===== src/rtl/barrett_final_sub_pkg.sv =====
// barrett_pkg: shared definitions for the Barrett final-correction stage.
//   state_t      : FSM state encoding (IDLE=0, SUB=1, DONE=2)
//   MAX_ITER_DEF : default subtraction budget per operand
package barrett_pkg;

    typedef enum logic [1:0] {
        ST_IDLE = 2'd0,
        ST_SUB  = 2'd1,
        ST_DONE = 2'd2
    } state_t;

    // Barrett quotient error bound of 2, plus one step of margin.
    localparam int unsigned MAX_ITER_DEF = 3;

endpackage


===== src/rtl/barrett_final_sub_rca.sv =====
// RCA_signed: n-bit ripple-carry adder.
//   A, B   in  n : addends
//   C_in   in  1 : carry in
//   S      out n : sum A+B+C_in (mod 2^n)
//   C_out  out 1 : carry out of the top bit
module RCA_signed #(
    parameter int unsigned n = 4
) (
    input  logic [n-1:0] A,
    input  logic [n-1:0] B,
    input  logic         C_in,
    output logic [n-1:0] S,
    output logic         C_out
);

    logic [n:0] w_c;

    always_comb begin
        S      = '0;
        w_c    = '0;
        w_c[0] = C_in;
        for (int unsigned i = 0; i < n; i++) begin
            S[i]     = A[i] ^ B[i] ^ w_c[i];
            w_c[i+1] = (A[i] & B[i]) | (A[i] & w_c[i]) | (B[i] & w_c[i]);
        end
        C_out = w_c[n];
    end

endmodule


===== src/rtl/barrett_final_sub.sv =====
// barrett_final_sub: final correction of a Barrett residue. Subtracts the
// modulus once per cycle until the residue drops below it.
//   clk, rst_n          : clock, synchronous active-low reset
//   in_valid/in_ready   : operand handshake (x, m sampled on accept only)
//   x [n+1:0], m [n-1:0]: residue and modulus
//   out_valid/out_ready : result handshake; r/err held until accepted
//   r [n-1:0]           : x mod m
//   err                 : m==0, or residue not reduced within MAX_ITER steps
module barrett_final_sub
    import barrett_pkg::*;
#(
    parameter int unsigned n        = 4,
    parameter int unsigned MAX_ITER = MAX_ITER_DEF
) (
    input  logic         clk,
    input  logic         rst_n,
    input  logic         in_valid,
    output logic         in_ready,
    input  logic [n+1:0] x,
    input  logic [n-1:0] m,
    output logic         out_valid,
    input  logic         out_ready,
    output logic [n-1:0] r,
    output logic         err
);

    localparam int unsigned       IW       = $clog2(MAX_ITER + 1);
    localparam logic [IW-1:0]     ITER_LIM = IW'(MAX_ITER);

    state_t          r_state;
    state_t          w_state_nxt;
    logic [n+1:0]    r_acc;
    logic [n-1:0]    r_mod;
    logic [IW-1:0]   r_iter;
    logic [n-1:0]    r_res;
    logic            r_err;

    logic [n+1:0]    w_mod_inv;
    logic [n+1:0]    w_diff;
    logic            w_ge;      // carry out of acc - mod: acc >= mod

    assign w_mod_inv = ~{2'b00, r_mod};

    RCA_signed #(.n(n + 2)) u_sub (
        .A     (r_acc),
        .B     (w_mod_inv),
        .C_in  (1'b1),
        .S     (w_diff),
        .C_out (w_ge)
    );

    assign r   = r_res;
    assign err = r_err;

    always_ff @(posedge clk) begin
        if (!rst_n) r_state <= ST_IDLE;
        else        r_state <= w_state_nxt;
    end

    always_comb begin
        w_state_nxt = r_state;
        in_ready    = 1'b0;
        out_valid   = 1'b0;
        case (r_state)
            ST_IDLE: begin
                in_ready = 1'b1;
                if (in_valid) w_state_nxt = (m == '0) ? ST_DONE : ST_SUB;
            end
            ST_SUB: begin
                if (!w_ge || r_iter == ITER_LIM) w_state_nxt = ST_DONE;
            end
            ST_DONE: begin
                out_valid = 1'b1;
                if (out_ready) w_state_nxt = ST_IDLE;
            end
            default: w_state_nxt = ST_IDLE;
        endcase
    end

    always_ff @(posedge clk) begin
        if (!rst_n) begin
            r_acc  <= '0;
            r_mod  <= '0;
            r_iter <= '0;
            r_res  <= '0;
            r_err  <= 1'b0;
        end else begin
            case (r_state)
                ST_IDLE: begin
                    if (in_valid) begin
                        r_acc  <= x;
                        r_mod  <= m;
                        r_iter <= '0;
                        r_res  <= '0;
                        r_err  <= (m == '0);
                    end
                end
                ST_SUB: begin
                    if (w_ge && r_iter < ITER_LIM) begin
                        r_acc  <= w_diff;
                        r_iter <= r_iter + IW'(1);
                    end else begin
                        // Still >= mod here means the budget ran out.
                        r_res <= r_acc[n-1:0];
                        r_err <= w_ge;
                    end
                end
                default: ;
            endcase
        end
    end

endmodule


===== config.mk =====
export PLATFORM = sky130hd
export DESIGN_NAME = barrett_final_sub
export DESIGN_NICKNAME = d
export VERILOG_FILES = /design/src/rtl/barrett_final_sub_pkg.sv /design/src/rtl/barrett_final_sub_rca.sv /design/src/rtl/barrett_final_sub.sv
export SDC_FILE = /design/constraint.sdc
export NUM_CORES = 1
export LEC_CHECK = 0
export BUFFER_PORTS_ARGS = -buffer_cell sky130_fd_sc_hd__buf_4
export CAP_MARGIN = 25
export CORE_MARGIN = 1
export CORE_UTILIZATION = 57
export DETAILED_ROUTE_END_ITERATION = 16
export GPL_ROUTABILITY_DRIVEN = 0
export GPL_TIMING_DRIVEN = 0
export PLACE_DENSITY = 0.82
export SETUP_SLACK_MARGIN = 0.3
export SYNTH_ARGS = -nofsm -noshare
export SYNTH_HDL_FRONTEND = slang
export SYNTH_SLANG_ARGS = --single-unit

===== constraint.sdc =====
create_clock -name clk -period 6 [get_ports clk]
set_clock_uncertainty 0.1 [all_clocks]
set_input_delay 1.2 -clock clk [delete_from_list [all_inputs] [get_ports clk]]
set_output_delay 1.2 -clock clk [all_outputs]
set_load 0.02 [all_outputs]

# Word-level counts from Yosys, hierarchy flattened

Cells that the tools add are included.

Flip-flop bits (word level): 19
Bits in latches: 0
RAM bits: 0
Memory bits (read-only): 0
Bits of input ports: 14
Memories: 0

$add $sub $neg: 1
$mul: 0
Div/mod/pow operators: 0
Magnitude comparators: 1
Eq/ne operators: 8
Shift operators: 0
Mux-type cells: 19
Bitwise operators: 41
Reduce and logical (&&, ||, !) cells: 10

Operators by type and width:

| kind                                                            | number |
|---|---|
| 1-bit bitwise AND                                               | 16 |
| 2-bit 2-to-1 mux                                                | 6 |
| 6-bit 2-to-1 mux                                                | 2 |
| 1-bit OR                                                        | 12 |
| 6-bit one-hot mux with 2 select lines                           | 1 |
| 1-bit XOR                                                       | 11 |
| 2-bit != test, second input constant                            | 5 |
| 3-bit AND reduction                                             | 3 |
| 4-bit 2-to-1 mux                                                | 2 |
| 4-bit one-hot mux with 2 select lines                           | 1 |
| 4-bit NOT with 6-bit output                                     | 1 |
| 2-bit one-hot mux with 3 select lines                           | 1 |
| 2-bit == test, second input constant                            | 2 |
| 4-bit zero test                                                 | 1 |
| 1-bit 2-to-1 mux                                                | 4 |
| 2-bit one-hot mux with 2 select lines                           | 1 |
| 2-bit by 1-bit adder with 2-bit output, second input constant   | 1 |
| 2-bit by 1-bit == test with 1-bit output, second input constant | 1 |
| 2-bit zero test                                                 | 1 |
| 2-bit < comparator, second input constant                       | 1 |
| 1-bit one-hot mux with 2 select lines                           | 1 |
| 2-bit AND reduction                                             | 1 |
| 2-bit nonzero test                                              | 1 |
| 1-bit logical AND                                               | 1 |
| other kinds (3)                                                 | 3 |

# Longest topological paths before layout

Gate-level depths: netlist of run 1.

Depth in word-level cells: 23
Depth in mapped cells: 13
Mapped depth without buffers: 12

# Modules after synthesis

From an unflattened synthesis of run 1, not the netlist that was laid out.

Cell total of the unflattened synthesis: 116
Area, all modules: 1137.3 µm²

Modules (own cells, without submodules):

| module            | times used | cells each | area each (µm²) | seq. area each (µm²) |
|---|---|---|---|---|
| barrett_final_sub | 1          | 100        | 979.7           | 380.4 |
| RCA_signed        | 1          | 16         | 157.7           | 0.0 |

# Worst setup path before layout of run 1

Ideal clock, no wire load.

Path kind: register to register
Start point: reg r_acc[0]
End point: reg r_iter[0]
Library setup time: 0.115 ns
Data arrival time: 2.849 ns
Data required time: 5.785 ns
Setup slack: 2.936 ns
Stages on the path, launching flop included: 14
Buffers on the path: 1
Clock period less this slack: 3.064 ns
Path through: dfxtp_1 > inv_1 > ha_1 > fa_1 > fa_1 > inv_1 > fa_1 > inv_1 > ha_1 > ha_1 > or4b_1 > buf_2 > and3_1 > o21a_1

Longest elaborated chain between the ends: 21

RTL lines:

| item                                   | line                        | source |
|---|---|---|
| from (decl)                            | barrett_final_sub.sv:32     | `logic [n+1:0] r_acc;` |
| from (signal assigned)                 | barrett_final_sub.sv:100    | `r_acc <= w_diff;` |
| 1-bit bitwise AND                      | barrett_final_sub_rca.sv:24 | `w_c[i+1] = (A[i] & B[i]) \| (A[i] & w_c[i]) \| (B[i] & w_c[i]);` |
| 1-bit OR * (2 in a row)                | barrett_final_sub_rca.sv:24 |  |
| 1-bit bitwise AND                      | barrett_final_sub_rca.sv:24 |  |
| 1-bit OR                               | barrett_final_sub_rca.sv:24 |  |
| 1-bit OR *                             | barrett_final_sub_rca.sv:24 |  |
| 1-bit bitwise AND                      | barrett_final_sub_rca.sv:24 |  |
| 1-bit OR                               | barrett_final_sub_rca.sv:24 |  |
| 1-bit OR *                             | barrett_final_sub_rca.sv:24 |  |
| [4 not listed]                         | n/a                         |  |
| 1-bit OR                               | barrett_final_sub_rca.sv:24 |  |
| 1-bit OR *                             | barrett_final_sub_rca.sv:24 |  |
| 1-bit bitwise AND                      | barrett_final_sub_rca.sv:24 |  |
| 1-bit OR                               | barrett_final_sub_rca.sv:24 |  |
| 1-bit OR *                             | barrett_final_sub_rca.sv:24 |  |
| 1-bit logical AND *                    | barrett_final_sub.sv:99     | `if (w_ge && r_iter < ITER_LIM) begin` |
| 2-bit != test (no source line) *       | n/a                         |  |
| 3-bit AND reduction (no source line) * | n/a                         |  |
| to (signal assigned)                   | barrett_final_sub.sv:101    | `r_iter <= r_iter + IW'(1);` |
| to (decl)                              | barrett_final_sub.sv:34     | `logic [IW-1:0] r_iter;` |

Mark *: on every way between the ends. The rest lies on a longest branch, timed or not.
A chain may end at the register's enable or synchronous reset.

# Final worst setup path of run 1

Start point: reg r_acc[0]
End point: reg r_acc[0]

Longest elaborated chain between the ends: 21

RTL lines:

| item                                 | line |
|---|---|
| 1-bit bitwise AND                    | barrett_final_sub_rca.sv:24 |
| 1-bit OR (2 in a row)                | barrett_final_sub_rca.sv:24 |
| 1-bit bitwise AND                    | barrett_final_sub_rca.sv:24 |
| 1-bit OR (2 in a row)                | barrett_final_sub_rca.sv:24 |
| 1-bit bitwise AND                    | barrett_final_sub_rca.sv:24 |
| 1-bit OR (2 in a row)                | barrett_final_sub_rca.sv:24 |
| 1-bit bitwise AND                    | barrett_final_sub_rca.sv:24 |
| 1-bit OR (2 in a row)                | barrett_final_sub_rca.sv:24 |
| 1-bit bitwise AND                    | barrett_final_sub_rca.sv:24 |
| 1-bit OR (2 in a row)                | barrett_final_sub_rca.sv:24 |
| 1-bit bitwise AND                    | barrett_final_sub_rca.sv:24 |
| 1-bit OR (2 in a row)                | barrett_final_sub_rca.sv:24 |
| 1-bit logical AND                    | barrett_final_sub.sv:99 |
| 2-bit != test (no source line)       | n/a |
| 3-bit AND reduction (no source line) | n/a |

Several ways; a longest one is shown, not always the timed one. The select of a mux whose other input is x is not followed.

==> results of run 1 <==
==> worst max-delay path, delay by kind of cell (launching register included) <==
family / cells / cell delay, ns
AOI/OAI and AO/OA: 1 / 0.39
adders and majority gates: 6 / 1.51
buffers and inverters: 3 / 0.18
DFF: 1 / 0.33
and+or+nand+nor: 2 / 0.79
==> worst min-delay path by stage <==
stage                                     start  depth (start not counted)               endpoint  slack (ns)
after floorplan           r_mod[3]$_SDFFE_PN0P_                          2  r_mod[3]$_SDFFE_PN0P_        0.34
after global placement    r_mod[3]$_SDFFE_PN0P_                          2  r_mod[3]$_SDFFE_PN0P_        0.36
after detailed placement  r_mod[3]$_SDFFE_PN0P_                          2  r_mod[3]$_SDFFE_PN0P_        0.36
after CTS                 r_mod[3]$_SDFFE_PN0P_                          2  r_mod[3]$_SDFFE_PN0P_        0.38
after global routing      r_mod[3]$_SDFFE_PN0P_                          2  r_mod[3]$_SDFFE_PN0P_        0.41
final                     r_mod[3]$_SDFFE_PN0P_                          2  r_mod[3]$_SDFFE_PN0P_        0.37
==> synth_stat cells, drive strengths merged (2+ instances only) <==
| cell type | number | area [um^2] |
|---|---|---|
| dfxtp | 19 | 380.4 |
| a21boi | 11 | 82.58 |
| inv | 9 | 33.78 |
| nand2 | 8 | 30.03 |
| nand3 | 6 | 30.03 |
| nor2 | 5 | 18.77 |
| buf | 4 | 18.76 |
| ha | 4 | 50.05 |
| o21a | 4 | 30.03 |
| or4 | 4 | 30.03 |
| clkbuf | 3 | 11.26 |
| fa | 3 | 60.06 |
| nand3b | 3 | 22.52 |
| nor2b | 3 | 18.77 |
| nor3b | 3 | 27.52 |
| o21ai | 3 | 15.01 |
| o221ai | 3 | 26.28 |
| o311a | 3 | 30.03 |
| and2 | 2 | 12.51 |
| nor4b | 2 | 23.77 |
| o21bai | 2 | 15.01 |
==> registers in the layout (all words and copies together), names as in the netlist <==
register and cells:
r_acc 6, r_mod 4, err 1, r_iter 2, r_state 2, r 4
==> cell type report <==
type | instances | share of cell area
plain buffers | 7 | 0.02386
clock buffers | 3 | 0.01789
clock inverters | 1 | 0.003976
inverters | 9 | 0.02684
multi-input cells | 80 | 0.4871
flip-flops and latches | 19 | 0.3022
well taps | 25 | 0.02485
repair buffers | 19 | 0.1133
==> per-stage QoR <==
stage / hold WS, ns / instances / area (um^2) / setup WS, ns / power, mW
3_3_place_gp: 0.3558 / 159 / 1231 / 2.664 / 0.2555
6_report: 0.3704 / 163 / 1259 / 2.612 / 0.3248
5_1_grt: 0.4095 / 163 / 1259 / 2.470 / 0.3459
4_1_cts: 0.3753 / 163 / 1259 / 2.630 / 0.3256
2_1_floorplan: 0.3435 / 115 / 1057 / 2.936 / 0.2267
3_5_place_dp: 0.3597 / 159 / 1231 / 2.624 / 0.2608
==> cell families (layout without fill, tap and decap cells) <==
logic type	count (synthesis)	after routing	share of synthesized area
and+or+nand+nor	41	41	0.2379
AOI/OAI and AO/OA	30	30	0.2178
DFF	19	19	0.3598
buffers and inverters	16	39	0.06034
adders and majority gates	7	7	0.1041
muxes	2	2	0.02012
==> power breakdown <==
part           switching (mW)  internal (mW)
clock                  0.0417         0.0249
sequential            0.00882          0.140
combinational          0.0609         0.0484
==> cell usage in the layout (no fill, tap or decap), types with 2 or more instances in the layout <==
cell	count
o221ai_1	3
clkbuf_1	3
clkbuf_4	3
nand2_1	8
a21boi_0	11
and2_1	2
nor2b_1	3
dfxtp_1	19
nor2_1	5
inv_1	9
o21bai_1	2
buf_2	3
buf_4	19
o311a_1	3
nand3b_1	3
o21a_1	4
nand3_1	6
ha_1	4
o21ai_0	3
nor3b_1	2
or4_1	4
fa_1	3
==> per-layer routing <==
layer	wire length, um	vias to the layer above
met3	106	4
li1	-	455
met1	975	442
met4	27	0
met5	0	-
met2	1152	30
==> reports/qor.csv, run 1 <==
stage,metric,value,unit
outcome,outcome,finished clean,
worst_setup_path,critPathCaptureType,flip-flop,
finish,multi_input_area,613.1,um^2
floorplanning,start_util,0.6123,
drt,drt.antenna.violating_nets,0,
worst_setup_path,r2r_cells,12,
worst_setup_path,crit_fanout,6,
worst_setup_path,cp-start-kind,flip-flop,
finish,final_layout_size_suffix_gt1_frac,0.2174,
global_routing,grt-busiest-layer,met2,
global_routing,grt_max_degree,12,
synth,async_flop_share,0,
global_routing,antenna_found_initial,0,
synth,synth_nets,136,
global_routing,grtUsageTotal,0.2561,
clocking,cts_resized,0,
drt,drt_iter0_drc,26,
finish,final_util,0.7290,
pwr,ir_drop,0.1672,mV
clocking,cts_tree,yes,
clocking,cts.hold.buffers_added,0,
clocking,clock-root-buffer,clkbuf_4,
worst_setup_path,rr_endpoint,r_acc[0]$_SDFFE_PN0P_,
finish,ff_latch_area,380.4,um^2
clocking,cts_buffers,3,
pwr,power_density,258.1,mW/mm^2
clocking,clkSinkCount,19,
worst_setup_path,cp_cell_sequence,inv_1 -> ha_1 -> fa_1 -> fa_1 -> inv_1 -> fa_1 -> inv_1 -> ha_1 -> ha_1 -> nor4b_2 -> nor2_1 -> o311a_1,
sta,fin_setup_tns,0,ns
worst_setup_path,cp.arrival,3.49,ns
finish,num_antenna_cells,0,
floorplanning,boundaryPins,21,
pwr,leakagePower,0.5277,nW
finish,finalNetCount,160,
finish,area_delta_synth_final,19.05,%
clocking,htreeDepth,1,
clocking,insertion_delay,0.30,ns
clocking,clockBufferDepth,2,
global_routing,overflow,0,
synth,synthCells,115,
worst_setup_path,path_class,flip-flop to flip-flop,
synth,synth_area,0.001057,mm^2
floorplanning,dieArea,0.002031,mm^2
synth,ys.flop_type,dfxtp_1,
global_routing,use_met2,0.4174,
synth,synth.distinct_cells,35,
drt,dr.pass1.iters,4,
synth,synth_warnings,0,
drt,vias_per_cell,5.712,
sta,slew_violations,0,
worst_hold_path,min_path_type,flip-flop to flip-flop,
worst_setup_path,r2r_slack,2.61,ns
synth,ys_ff_latch,19,
sta,post-route-period-util,0.5647,
sta,hold_viol_final,0,
global_routing,grtUsageMet3,0.04800,
floorplanning,die_h,45.07,um
sta,worst_slew_pin_slew,0.6454,ns
sta,min_period,3.388,ns
floorplanning,die_x,45.07,um
synth,ys_seq_area_frac,0.3598,
sta,rsz0062_at_grt,false,
sta,setup_viol_count_final,0,
synth,synth.avg_cell_area,9.194,um^2
worst_setup_path,slowest_delay,0.60,ns
placement,portBuffers,19,
global_routing,use_met1,0.3333,
drt,wirelength,2.261,mm
clocking,postCtsSetupRepairBufs,0,
worst_setup_path,cp_slowest_cell,nor4b_2,
clocking,clkTransAtPathRegs,0.11,ns
floorplanning,core_area,0.001727,mm^2
worst_setup_path,cp-endpoint,r_acc[0]$_SDFFE_PN0P_,
floorplanning,row_count,15,
worst_setup_path,crit_start,r_acc[0]$_SDFFE_PN0P_,
sta,relSlewSlack,0.5679,
worst_setup_path,r2r_start,r_acc[0]$_SDFFE_PN0P_,
drt,wire_per_inst,13.87,um
run,drv_cap,0,
worst_setup_path,cp.required,6.10,ns
sta,clock.fmax,0.2951,GHz
synth,synth_edf_count,0,
global_routing,grt_pass1_vias,850,
placement,hpwl,1.674,mm
global_routing,grt_pass1_wl,3.698,mm
finish,nFillCells,127,
drt,drc_errors,0,
drt,vias,931,
Note: power is estimated with default switching activity, not from simulation.
==> inputs of run 2 (changes only) <==
--- a/config.mk
+++ b/config.mk
@@ -5,14 +5,15 @@
 export SDC_FILE = /design/constraint.sdc
 export NUM_CORES = 1
 export LEC_CHECK = 0
+export ABC_AREA = 1
 export BUFFER_PORTS_ARGS = -buffer_cell sky130_fd_sc_hd__buf_4
 export CAP_MARGIN = 25
 export CORE_MARGIN = 1
-export CORE_UTILIZATION = 57
+export CORE_UTILIZATION = 54
 export DETAILED_ROUTE_END_ITERATION = 16
 export GPL_ROUTABILITY_DRIVEN = 0
 export GPL_TIMING_DRIVEN = 0
-export PLACE_DENSITY = 0.82
+export PLACE_DENSITY = 0.78
 export SETUP_SLACK_MARGIN = 0.3
 export SYNTH_ARGS = -nofsm -noshare
 export SYNTH_HDL_FRONTEND = slang
==> constraint.sdc (replaced) <==
create_clock -name clk -period 3.3 [get_ports clk]
set_clock_uncertainty 0.1 [all_clocks]
set_input_delay 0.66 -clock clk [delete_from_list [all_inputs] [get_ports clk]]
set_output_delay 0.66 -clock clk [all_outputs]
set_load 0.02 [all_outputs]
==> run 2 against run 1 <==
  * Count of clock-buffer cells in the layout did not move
  * Via count rose by 6.6%
  * Sequential share of layout area fell by 2.4 points
  * Combinational power rose to 8.6 times the previous value
  * Critical path type unchanged
  * Non-clock buffer count fell by 2
  * Sequential power rose to 2.7 times the previous value
  * Clock power rose by 88%
  * First-iteration DRC count fell by 58%
  * Largest power group is now combinational cells
  * Die area rose by 15%
==> reports/qor.csv, run 2 <==
stage,metric,value,unit,change
worst_setup_path,cp.arrival,2.92,ns,was 3.49 ns
drt,wirelength,2.242,mm,was 2.261 mm
sta,holdWs,0.3934,ns,was 0.3704 ns
synth,synthTopCellsByArea,"dfxtp_1 33%, nand2_1 14%, nor2_1 8.5%, nor2_2 6.0%, fa_1 5.2%",,"was dfxtp_1 36%, a21boi_0 7.8%, fa_1 5.7%, ha_1 4.7%, inv_1 3.2%"
sta,rsz0062_at_grt,false,,unchanged
global_routing,grtUsageTotal,0.2232,,was 0.2561
synth,async_flop_share,0,,unchanged
drt,dr.pass1.iters,4,,unchanged
clocking,htreeDepth,1,,unchanged
global_routing,grt_pass1_vias,852,,was 850
sta,hold_viol_final,0,,unchanged
synth,synth_edf_count,0,,unchanged
synth,yosysTopAreaCell,dfxtp_1,,unchanged
clocking,cts_tree,yes,,unchanged
finish,largest_register_ff_count,6,,unchanged
sta,post-route-period-util,0.8507,,was 0.5647
synth,synth_top_area_frac,0.3294,,was 0.3598
finish,finalNetCount,204,,was 160
synth,ys_ff_latch,19,,unchanged
sta,min_period,2.807,ns,was 3.388 ns
clocking,cts.hold.buffers_added,0,,unchanged
clocking,insertion_delay,0.30,ns,about the same
sta,relSlewSlack,0.7742,,was 0.5679
finish,final_common_cell,nand2_1,,
synth,synth.distinct_cells,22,,was 35
global_routing,antenna_found_initial,0,,unchanged
drt,vias,992,,was 931
global_routing,overflow,0,,unchanged
drt,drt_iter0_drc,11,,was 26
floorplanning,core_area,0.001982,mm^2,was 0.001727 mm^2
worst_setup_path,crit_fanout,10,,was 6
drt,drt.antenna.violating_nets,0,,unchanged
floorplanning,boundaryPins,21,,unchanged
synth,post-synth-top-count-cell,nand2_1,,was dfxtp_1
placement,portBuffers,19,,unchanged
drt,wire_per_inst,10.73,um,was 13.87 um
worst_hold_path,min_path_type,flip-flop to flip-flop,,unchanged
pwr,switching_share,0.4896,,was 0.3432
sta,slew_violations,0,,unchanged
sta,fin_setup_tns,0,ns,unchanged
finish,area_delta_synth_final,18.85,%,was 19.05%
clocking,cts_buffers,3,,unchanged
synth,synth.avg_cell_area,7.309,um^2,was 9.194 um^2
sta,clock.fmax,0.3562,GHz,was 0.2951 GHz
floorplanning,start_util,0.5827,,was 0.6123
pwr,internal_power,0.7521,mW,was 0.2133 mW
run,drv_cap,0,,unchanged
clocking,clkSinkCount,19,,unchanged
worst_setup_path,cp-start-kind,flip-flop,,unchanged
clocking,clockBufferDepth,2,,unchanged
clocking,clkTransAtPathRegs,0.12,ns,was 0.11 ns
floorplanning,row_count,16,,was 15
floorplanning,die_h,48.25,um,was 45.07 um
worst_setup_path,cp.required,3.42,ns,was 6.10 ns
sta,setup_viol_count_final,0,,unchanged
pwr,ir_drop,0.7708,mV,was 0.1672 mV
pwr,p_switching,0.7216,mW,was 0.1115 mW
sta,worst_slew_pin_slew,0.3383,ns,was 0.6454 ns
floorplanning,die_x,48.25,um,was 45.07 um
finish,regMostFlops,r_acc,,unchanged
synth,yosys-top-cells-count,"44 x nand2_1, 26 x nor2_1, 19 x dfxtp_1",,"was 19 x dfxtp_1, 11 x a21boi_0, 9 x inv_1"
worst_setup_path,critPathCaptureType,flip-flop,,unchanged
pwr,power_density,1074,mW/mm^2,was 258.1 mW/mm^2
pwr,p_clk_frac,0.085,,was 0.205
placement,hpwl,1.734,mm,was 1.674 mm
pwr,combPwrFrac,0.639,,was 0.337
synth,synth_nets,179,,was 136
synth,synth_warnings,0,,unchanged
floorplanning,dieArea,0.002328,mm^2,was 0.002031 mm^2
outcome,outcome,finished clean,,unchanged
synth,synthCells,158,,was 115
synth,ys_seq_area_frac,0.3294,,was 0.3598
finish,final_layout_size_suffix_gt1_frac,0.3132,,was 0.2174
synth,ys.flop_type,dfxtp_1,,unchanged
pwr,leakagePower,0.6999,nW,was 0.5277 nW
synth,synth_area,0.001155,mm^2,was 0.001057 mm^2
drt,drc_errors,0,,unchanged
pwr,p_seq_frac,0.276,,was 0.458
global_routing,grt_max_degree,12,,unchanged
worst_setup_path,path_class,flip-flop to flip-flop,,unchanged
global_routing,grt_pass1_wl,3.463,mm,was 3.698 mm
clocking,clock-root-buffer,clkbuf_4,,unchanged
finish,mostFrequentLayoutCells,"43 x nand2_1, 26 x nor2_1, 21 x buf_4, 18 x dfxtp_1, 16 x inv_1",,"was 19 x dfxtp_1, 19 x buf_4, 11 x a21boi_0, 9 x inv_1, 8 x nand2_1"
drt,vias_per_cell,4.746,,was 5.712
finish,num_antenna_cells,0,,unchanged
## run 2: cell count changes in the layout (fill, tap and decap cells not counted), sizes merged, moves of 3 or more
| cell | before | now |
|---|---|---|
| nand2 | 8 | 50 |
| nor2 | 5 | 40 |
| a21boi | 11 | 0 |
| inv | 9 | 20 |
| o21ai | 3 | 11 |
| a21oi | 0 | 5 |
| nand3 | 6 | 2 |
| o21a | 4 | 0 |
| or4 | 4 | 0 |
| nand3b | 3 | 0 |
| nor2b | 3 | 0 |
| nor3b | 3 | 0 |
| o221ai | 3 | 0 |
| o311a | 3 | 0 |
## run 2: metrics by stage
step	worst slack (ns)	total power, mW	util	instance area, um^2	cells
after floorplan	0.5649	1.134	-	1155	158
after CTS	0.3661	1.467	0.6856	1359	208
after global placement	0.4420	1.304	0.6717	1331	204
final	0.4926	1.474	0.6926	1373	209
after global routing	0.3283	1.618	0.6926	1373	209
after detailed placement	0.3851	1.342	0.6717	1331	204
## run 2: layout make-up
cell class	instances	area, um^2
buffer	4	46.29
clock buffer	3	22.52
clock inverter	1	5.005
fill	174	609.3
inverter	20	80.08
multi-input combinational	115	653.1
sequential	19	381.6
tap	27	33.78
timing repair buffer	20	150.1
## run 2: power by group through the flow
stage	clock network (mW)	logic [mW]	registers, mW
floorplan	0	0.697	0.437
global placement	0	0.898	0.406
detailed placement	0	0.930	0.412
CTS	0.128	0.933	0.406
global route	0.134	1.06	0.427
finish	0.125	0.942	0.407
## run 2: cells by family (layout without fill, tap and decap cells)
kind of cell	count (synthesis)	in the layout	share of synthesized area
fa+ha+maj	7	7	0.09535
compound gates	16	16	0.07584
flops	19	19	0.3294
simple gates	92	92	0.3900
buf+inv	24	48	0.1094
## run 2: critical path, cell delays in order, from the launching register on
cell	delay (ns)
dfxtp_2	0.34
inv_1	0.05
ha_1	0.21
fa_2	0.34
fa_1	0.36
inv_1	0.07
fa_1	0.15
inv_1	0.04
ha_1	0.18
ha_1	0.17
inv_1	0.08
nand2_2	0.09
nor2_8	0.17
nor2_8	0.06
buf_12	0.15
a21oi_2	0.12
nor2_2	0.04
## run 2: what timing repair did
action	CTS	global route
gates resized for setup	0	3
buffers inserted	0	1
endpoints found under the setup margin	0	9
## run 2: path summary, 6_finish.rpt
kind,from,endpoint,slack (ns),depth (start not counted)
setup / recovery,r_acc[0]$_SDFFE_PN0P_,r_iter[1]$_SDFFE_PN0P_,0.49,16
hold reg to reg,r[3]$_SDFFE_PN0P_,r[3]$_SDFFE_PN0P_,0.39,2
hold / removal,r[3]$_SDFFE_PN0P_,r[3]$_SDFFE_PN0P_,0.39,2
setup reg to reg,r_acc[0]$_SDFFE_PN0P_,r_iter[1]$_SDFFE_PN0P_,0.49,16
## run 2: metal layers
layer,vias to the layer above,part of all wire,GRT usage
li1,524,-,-
met5,-,0,0
met1,443,0.44,0.2779
met4,0,0.014,0.1111
met2,21,0.51,0.3653
met3,4,0.037,0.04444
==> inputs of run 3 (changes only) <==
--- a/config.mk
+++ b/config.mk
@@ -11,7 +11,6 @@
 export CORE_MARGIN = 1
 export CORE_UTILIZATION = 54
 export DETAILED_ROUTE_END_ITERATION = 16
-export GPL_ROUTABILITY_DRIVEN = 0
 export GPL_TIMING_DRIVEN = 0
 export PLACE_DENSITY = 0.78
 export SETUP_SLACK_MARGIN = 0.3
==> constraint.sdc (replaced) <==
create_clock -name clk -period 3.3 [get_ports clk]
set_clock_uncertainty 0.1 [all_clocks]
set_input_delay 0.165 -clock clk [delete_from_list [all_inputs] [get_ports clk]]
set_output_delay 0.165 -clock clk [all_outputs]
set_load 0.02 [all_outputs]
==> run 3 against run 2 <==
  * Count of clock-buffer cells in the layout unchanged
  * Sequential power is essentially flat
  * Largest cell class unchanged
  * Global-route usage increased by 0.15 points
  * Critical path depth unchanged
  * Sequential share of layout area is 0.20 points lower
  * Non-clock buffer count grew 1
  * Setup slack about the same
  * Flip-flop and latch count is the same
  * Die area unchanged
  * Worst hold slack worse by 0.38 ns
  * Wire length rose by 0.27%
==> reports/qor.csv, run 3 (synthesis gave the netlist of run 2 again) <==
stage,metric,value,unit,change
outcome,outcome,finished clean,,unchanged
worst_setup_path,cp_slowest_cell,fa_1,,unchanged
finish,multi_input_area,653.1,um^2,unchanged
worst_setup_path,cp.required,3.42,ns,about the same
worst_setup_path,slowest_delay,0.36,ns,about the same
drt,vias_per_cell,4.724,,was 4.746
global_routing,grt_pass1_vias,864,,was 852
pwr,leakagePower,0.7040,nW,was 0.6999 nW
run,drv_cap,0,,unchanged
global_routing,use_met2,0.3707,,was 0.3653
floorplanning,core_area,0.001982,mm^2,unchanged
floorplanning,die_x,48.25,um,unchanged
pwr,total_power,1.474,mW,about the same
worst_setup_path,critPathCaptureType,flip-flop,,unchanged
global_routing,grt-busiest-layer,met2,,unchanged
finish,final_util,0.6976,,was 0.6926
worst_setup_path,crit_top_cell,inv_1,,unchanged
clocking,cts_buffers,3,,unchanged
sta,slew_violations,0,,unchanged
placement,gp_congestion,0.7783,,
sta,clock.fmax,0.3562,GHz,about the same
placement,portBuffers,19,,unchanged
sta,min_period,2.807,ns,about the same
worst_setup_path,cp.arrival,2.92,ns,about the same
worst_hold_path,min_path_type,input pin to flip-flop,,was flip-flop to flip-flop
sta,worst_slack,0.4928,ns,was 0.4926 ns
finish,largest_register_ff_count,6,,unchanged
clocking,clkTransAtPathRegs,0.12,ns,about the same
sta,fin_setup_tns,0,ns,unchanged
floorplanning,row_count,16,,unchanged
worst_setup_path,path_class,flip-flop to flip-flop,,unchanged
global_routing,grtUsageMet3,0.04444,,unchanged
drt,drc_errors,0,,unchanged
floorplanning,boundaryPins,21,,unchanged
global_routing,overflow,0,,unchanged
finish,final_common_cell,nand2_1,,unchanged
finish,final_layout_size_suffix_gt1_frac,0.3115,,was 0.3132
global_routing,grtUsageTotal,0.2247,,was 0.2232
finish,num_antenna_cells,0,,unchanged
worst_setup_path,cp-start-kind,flip-flop,,unchanged
finish,mostFrequentLayoutCells,"43 x nand2_1, 26 x nor2_1, 21 x buf_4, 18 x dfxtp_1, 16 x inv_1",,unchanged
finish,ff_latch_area,381.6,um^2,unchanged
drt,vias,992,,unchanged
sta,hold_viol_final,0,,unchanged
finish,finalNetCount,205,,was 204
clocking,clockBufferDepth,2,,unchanged
pwr,ir_drop,0.7709,mV,was 0.7708 mV
finish,area_delta_synth_final,19.72,%,was 18.85%
sta,setup_viol_count_final,0,,unchanged
worst_setup_path,crit_fanout,10,,unchanged
global_routing,grt_max_degree,12,,unchanged
worst_setup_path,r2r_slack,0.49,ns,about the same
pwr,power_density,1066,mW/mm^2,was 1074 mW/mm^2
floorplanning,die_h,48.25,um,unchanged
finish,regMostFlops,r_acc,,unchanged
clocking,clkSinkCount,19,,unchanged
sta,post-route-period-util,0.8507,,about the same
drt,dr.pass1.iters,4,,unchanged
clocking,clock-root-buffer,clkbuf_4,,unchanged
global_routing,use_met1,0.2779,,unchanged
drt,wirelength,2.248,mm,was 2.242 mm
sta,holdWs,0.01531,ns,was 0.3934 ns
global_routing,antenna_found_initial,0,,unchanged
drt,drt.antenna.violating_nets,0,,unchanged
global_routing,grt_pass1_wl,3.491,mm,was 3.463 mm
finish,nFillCells,173,,was 174
worst_setup_path,cp_cell_sequence,inv_1 -> ha_1 -> fa_2 -> fa_1 -> inv_1 -> fa_1 -> inv_1 -> ha_1 -> ha_1 -> inv_1 -> nand2_2 -> nor2_8 -> nor2_8 -> buf_12 -> a21oi_2 -> nor2_2,,unchanged
placement,place_ws,0.3851,ns,unchanged
sta,rsz0062_at_grt,false,,unchanged
clocking,insertion_delay,0.30,ns,about the same
drt,drt_iter0_drc,11,,unchanged
clocking,htreeDepth,1,,unchanged
drt,wire_per_inst,10.70,um,was 10.73 um
placement,hpwl,1.734,mm,unchanged
floorplanning,start_util,0.5827,,unchanged
floorplanning,dieArea,0.002328,mm^2,unchanged
clocking,cts_tree,yes,,unchanged
sta,relSlewSlack,0.7742,,unchanged
sta,worst_slew_pin_slew,0.3383,ns,unchanged
-- run 3: cell types whose count changed in the layout (fill, tap and decap cells not counted), sizes merged --
cell / before / now
dlygate4sd3: 0 / 1
-- run 3: through the flow --
step | cells | area, um^2
after floorplan | 158 | 1155
final | 210 | 1383
after detailed placement | 204 | 1331
after global placement | 204 | 1331
after CTS | 209 | 1369
after global routing | 210 | 1383
-- run 3: final timing paths --
path              cells past startpoint                     end                  start
hold reg to reg                       2       r[3]$_SDFFE_PN0P_      r[3]$_SDFFE_PN0P_
setup / recovery                     16  r_iter[1]$_SDFFE_PN0P_  r_acc[0]$_SDFFE_PN0P_
setup reg to reg                     16  r_iter[1]$_SDFFE_PN0P_  r_acc[0]$_SDFFE_PN0P_
hold / removal                        3   r_mod[1]$_SDFFE_PN0P_                   m[1]
-- run 3: critical path: cells and delay by family (launching register included) --
| kind | cells | cell delay (ns) |
|---|---|---|
| buffers and inverters | 5 | 0.39 |
| adders and majority gates | 6 | 1.41 |
| DFF | 1 | 0.34 |
| AOI/OAI and AO/OA | 1 | 0.12 |
| and+or+nand+nor | 4 | 0.36 |
-- run 3: layer usage --
| metal | routed length [um] | vias up |
|---|---|---|
| met5 | 0 | - |
| met4 | 31 | 0 |
| met3 | 79 | 4 |
| met2 | 1142 | 21 |
| met1 | 995 | 441 |
| li1 | - | 526 |
-- run 3: final cells by class --
type	count	share of cell area
buffer	4	0.03348
timing repair buffer	21	0.1158
sequential	19	0.2760
inverter	20	0.05792
tap	27	0.02443
multi-input combinational	115	0.4724
clock inverter	1	0.003620
clock buffer	3	0.01629
-- run 3: timing repair --
| item | 4_1_cts | 5_1_grt |
|---|---|---|
| endpoints found under the setup margin | 0 | 9 |
| hold endpoints to repair | 2 | 0 |
| gates resized for setup | 0 | 3 |
| hold buffers | 1 | 0 |
| setup buffers | 0 | 1 |
-- run 3: power by group --
group | total [mW] | leakage, nW | switching (mW) | internal, mW
Sequential | 0.407 | 0.158 | 0.0722 | 0.335
Combinational | 0.943 | 0.529 | 0.570 | 0.373
Clock | 0.125 | 0.0177 | 0.0794 | 0.0452
